--- config.mk ---
export PLATFORM = sky130hd
export DESIGN_NAME = pc_fetch_unit
export DESIGN_NICKNAME = d
export VERILOG_FILES = /design/src/rtl/pc_fetch_unit.sv
export SDC_FILE = /design/constraint.sdc
export NUM_CORES = 1
export LEC_CHECK = 0
export CORE_MARGIN = 3
export CORE_UTILIZATION = 47
export CTS_CLUSTER_SIZE = 16
export DETAILED_ROUTE_END_ITERATION = 10
export PLACE_DENSITY = 0.81
export SETUP_SLACK_MARGIN = 0.1
export SLEW_MARGIN = 20
export SYNTH_ARGS = -nofsm -noshare
export SYNTH_HDL_FRONTEND = slang
export SYNTH_SLANG_ARGS = --single-unit
--- constraint.sdc ---
create_clock -name clk -period 2.02 [get_ports clk]
set_input_delay 0.404 -clock clk [delete_from_list [all_inputs] [get_ports clk]]
set_output_delay 0.404 -clock clk [all_outputs]
set_load 0.02 [all_outputs]
--- src/rtl/pc_fetch_unit.sv ---
// rtl/pc_fetch_unit.sv - instruction-fetch stage: PC register, imem handshake, IF/ID register
module pc_fetch_unit #(
   parameter int unsigned         PC_W      = 10,
   parameter int unsigned         INSTR_W   = 32,
   parameter logic [PC_W-1:0]     RESET_PC  = '0,
   parameter logic [INSTR_W-1:0]  NOP_INSTR = 32'h00000013
) (
   input  logic               clk,
   input  logic               rst,
   output logic [PC_W-1:0]    pc,
   input  logic [PC_W-1:0]    pc_plus4,
   input  logic               redirect_valid,
   input  logic [PC_W-1:0]    redirect_target,
   input  logic               stall,
   output logic               imem_req,
   output logic [PC_W-1:0]    imem_addr,
   input  logic               imem_ready,
   input  logic               imem_rvalid,
   input  logic [INSTR_W-1:0] imem_rdata,
   output logic               if_valid,
   output logic [PC_W-1:0]    if_pc,
   output logic [INSTR_W-1:0] if_instr
);

   typedef enum logic [1:0] {
      ST_IDLE = 2'd0,
      ST_REQ  = 2'd1,
      ST_WAIT = 2'd2,
      ST_HOLD = 2'd3
   } state_t;

   state_t               state_q, state_d;
   logic [PC_W-1:0]      pc_q, pc_d;
   logic                 kill_q, kill_d;
   logic [PC_W-1:0]      skid_pc_q, skid_pc_d;
   logic [INSTR_W-1:0]   skid_instr_q, skid_instr_d;
   logic                 if_valid_q, if_valid_d;
   logic [PC_W-1:0]      if_pc_q, if_pc_d;
   logic [INSTR_W-1:0]   if_instr_q, if_instr_d;

   always_comb begin
      state_d      = state_q;
      pc_d         = pc_q;
      kill_d       = kill_q;
      skid_pc_d    = skid_pc_q;
      skid_instr_d = skid_instr_q;
      if_valid_d   = stall ? if_valid_q : 1'b0;
      if_pc_d      = if_pc_q;
      if_instr_d   = if_instr_q;

      unique case (state_q)
         ST_IDLE: state_d = ST_REQ;
         ST_REQ: begin
            if (imem_ready) begin
               state_d = ST_WAIT;
               // a redirect in the accept cycle means the in-flight address is stale
               if (redirect_valid) kill_d = 1'b1;
            end
         end
         ST_WAIT: begin
            if (imem_rvalid) begin
               if (kill_q || redirect_valid) begin
                  kill_d  = 1'b0;
                  state_d = ST_REQ;
               end else if (!stall) begin
                  if_valid_d = 1'b1;
                  if_pc_d    = pc_q;
                  if_instr_d = imem_rdata;
                  pc_d       = pc_plus4;
                  state_d    = ST_REQ;
               end else begin
                  skid_pc_d    = pc_q;
                  skid_instr_d = imem_rdata;
                  state_d      = ST_HOLD;
               end
            end else if (redirect_valid) begin
               kill_d = 1'b1;
            end
         end
         ST_HOLD: begin
            if (redirect_valid) begin
               state_d = ST_REQ;
            end else if (!stall) begin
               if_valid_d = 1'b1;
               if_pc_d    = skid_pc_q;
               if_instr_d = skid_instr_q;
               pc_d       = pc_plus4;
               state_d    = ST_REQ;
            end
         end
         default: state_d = ST_IDLE;
      endcase

      // redirect wins over stall and over any delivery decided above
      if (redirect_valid) begin
         pc_d       = {redirect_target[PC_W-1:2], 2'b00};
         if_valid_d = 1'b0;
         if_instr_d = NOP_INSTR;
      end
   end

   always_ff @(posedge clk) begin
      if (!rst) begin
         state_q      <= ST_IDLE;
         pc_q         <= RESET_PC;
         kill_q       <= 1'b0;
         skid_pc_q    <= '0;
         skid_instr_q <= NOP_INSTR;
         if_valid_q   <= 1'b0;
         if_pc_q      <= '0;
         if_instr_q   <= NOP_INSTR;
      end else begin
         state_q      <= state_d;
         pc_q         <= pc_d;
         kill_q       <= kill_d;
         skid_pc_q    <= skid_pc_d;
         skid_instr_q <= skid_instr_d;
         if_valid_q   <= if_valid_d;
         if_pc_q      <= if_pc_d;
         if_instr_q   <= if_instr_d;
      end
   end

   assign pc        = pc_q;
   assign imem_addr = pc_q;
   assign imem_req  = rst && (state_q == ST_REQ);
   assign if_valid  = if_valid_q;
   assign if_pc     = if_pc_q;
   assign if_instr  = if_instr_q;

endmodule

==> flow_summary.toml <==
[critical_path]
worstReg2RegEnd = "if_instr[8]$_SDFFE_PP0P_"
critical-path-top-delay-family = "buffers and inverters"
critPathBufInv = 1
crit_type = "flop to output pin"
crit_slowest_cell = "clkdlybuf4s50_1"
endpoint_kind = "output pin"
crit_required_ns = 1.62
reg2regPathDepth = 8
path_max_fanout = 5
path_cells = "clkdlybuf4s50_1"
critPathCapture = "pc[9]"
critPathLaunchType = "flop"
cp_num_cells = 1
arrival_ns = 1.47
r2r_start = "state_q[0]$_SDFFE_PN0P_"
startpoint = "imem_addr[9]$_SDFFE_PN0P_"
r2r_slack_ns = 0.23
cpPeakStageDelay_ns = 0.66

[floorplanning]
core_sq_um = 8382
die_w_um = 100.0
dieArea_sq_um = 10010
start_util_pct = 49.59
num_rows = 33
fp.dieH_um = 100.0
io_pins = 122

[routing]
num_vias = 3823
routedWlPerCell_um = 15.87
drt_iter0_markers = 159
routed_wl_um = 11050
post-route-drc-count = 0
ant_nets = 0
drt-vias-per-instance = 5.493
detail_route.first_pass.iterations = 4

[cells_and_area]
layout_commonest_cell = "clkdlybuf4s50_1"
fin_area_sq_um = 5789
nets = 648
layout_common_cells = "117 x clkdlybuf4s50_1, 97 x dfxtp_1, 84 x nand2_1"
area_delta_synth_final_pct = 39.28
drive_gt1_share_pct = 9.983
diodes = 0

[timing]
rsz0062_at_grt = "no"
tightest_slew_ns = 0.5460
max_freq_mhz = 532.5
relSlewSlack_pct = 63.46
min_period_ns = 1.878
finClkSkew_ns = 0.01325
setup_viol = 0
finalCritPeriodShare_pct = 92.97
hold_viol = 0
whs_ns = 0.4616
drv_slew = 0
fin_setup_tns_ns = 0

[cts]
h-tree-depth = 3
holdBufCountCts = 0
cts_tree = "built"
clk-insertion-delay-late_ns = 0.36
cts.sinks = 98
clkTransAtPathRegs_ns = 0.10
cts_buffers = 9
clk_path_buf_depth = 2
clockRootBuffer = "clkbuf_8"

[place]
dp_hpwl_um = 7473
portBuffers = 119
place.gp.congestion = 0.8555
placedInstanceArea_sq_um = 5508

[global_routing]
antenna_found_initial = 0
grt_pass1_vias = 3708
gr-usage-all-layers_pct = 21.14
grt_max_degree = 61
grt_pass1_wl_um = 17350
overflow = 0

[synthesis]
synth_nets = 535
synth_edf_count = 0
ys_seq_elements = 98
avgSynthCellArea_sq_um = 8.787
async_reset_ff_share_pct = 0
syn_inst = 473
synthDistinctLibCells = 35
syn_area_sq_um = 4156
ys_warn_count = 0
synth_ff_type = "dfxtp_1"
ys_seq_area_share_pct = 47.20

[min_path]
hp-start = "skid_instr_q[3]$_SDFFE_PN0P_"
min_path_type = "flop to flop"

[power_and_ir_drop]
p_sw_share_pct = 26.57
peakVddDrop_v = 0.0004878
p_sw_mw = 1.029
powerDensity_nw_per_um2 = 668.9
seq_power_share_pct = 51.8
leakagePower_nw = 1.917
p_clk_share_pct = 34.5
p_int_mw = 2.844
pwr-share-comb_pct = 13.7

[job]
drv_cap = 0

[outcome]
status = "finished clean"
-- power by group through the flow --
stage	clock, mW	combinational (mW)	sequential [mW]
final	1.34	0.529	2.01
after floorplan	0	0.233	2.07
after detailed placement	0	0.515	2.05
after global routing	1.42	0.565	2.01
after global placement	0	0.504	2.05
after CTS	1.35	0.518	2.00
-- how the worst min path moves through the flow --
stage	endpoint	slack (ns)	depth (start not counted)
after floorplan	skid_instr_q[10]$_SDFFE_PN0P_	0.44	2
after detailed placement	skid_pc_q[3]$_SDFFE_PN0P_	0.45	2
after global placement	skid_instr_q[24]$_SDFFE_PN0P_	0.44	2
final	skid_instr_q[3]$_SDFFE_PN0P_	0.46	2
after CTS	skid_pc_q[2]$_SDFFE_PN0P_	0.46	2
after global routing	skid_instr_q[7]$_SDFFE_PN0P_	0.49	2
-- synth_stat cells, drive strengths merged, types with 4 or more instances --
master  number  area, sq um
a211oi      39        297.8
a21oi       63        319.1
a22oi        8        60.06
a31oi        5        31.28
buf         33        203.9
clkbuf      15        56.30
dfxtp       98         1962
ha           4        50.05
mux2i       44        440.4
nand2       84        315.3
nand2b       4        25.02
nand3        5        25.02
nor2        37        138.9
nor2b        5        31.28
o31ai        8        60.06
-- through the flow --
step	std cells	worst slack (ns)	power (mW)	utilization, %
after CTS	694	0.1136	3.872	68.20
after floorplan	473	0.4065	2.304	-
after global routing	696	0.1015	3.999	69.07
final	696	0.1419	3.873	69.07
after detailed placement	678	-0.1228	2.564	65.71
after global placement	678	-0.02149	2.552	65.71
-- what timing repair did --
| action | in CTS | in global routing |
|---|---|---|
| setup buffers | 0 | 1 |
| endpoints found under the setup margin | 1 | 74 |
| cloned | 0 | 1 |
| pin swaps | 0 | 1 |
| resized for setup | 2 | 7 |
-- flip-flops by register name, indices dropped and copies added (netlist names), named ones only --
name	cells
state_q	2
kill_q	1
if_pc	10
if_instr	32
imem_addr	8
if_valid	1
skid_instr_q	32
skid_pc_q	10
-- final cells by class --
class / count / area [sq um]
fill: 662 / 2592
multi-input combinational: 323 / 1977
sequential: 98 / 1963
timing repair buffer: 150 / 1494
tap: 105 / 131.4
clock buffer: 9 / 123.9
clock inverter: 7 / 85.08
inverter: 4 / 15.01
-- cells by family after synthesis --
family | count (synthesis) | synth area share (%)
compound gates | 131 | 20.05
fa+ha+maj | 4 | 1.204
buf+inv | 52 | 6.622
flops | 98 | 47.20
mux | 44 | 10.60
simple gates | 144 | 14.33
-- routing by layer --
layer,wire length [um],vias to the layer above,GRT usage [%]
li1,-,1867,-
met1,4710,1809,26.28
met2,5611,128,37.56
met3,518,19,3.336
met4,205,0,6.632
met5,0,-,0
Note: power is estimated with default switching activity, not from simulation.
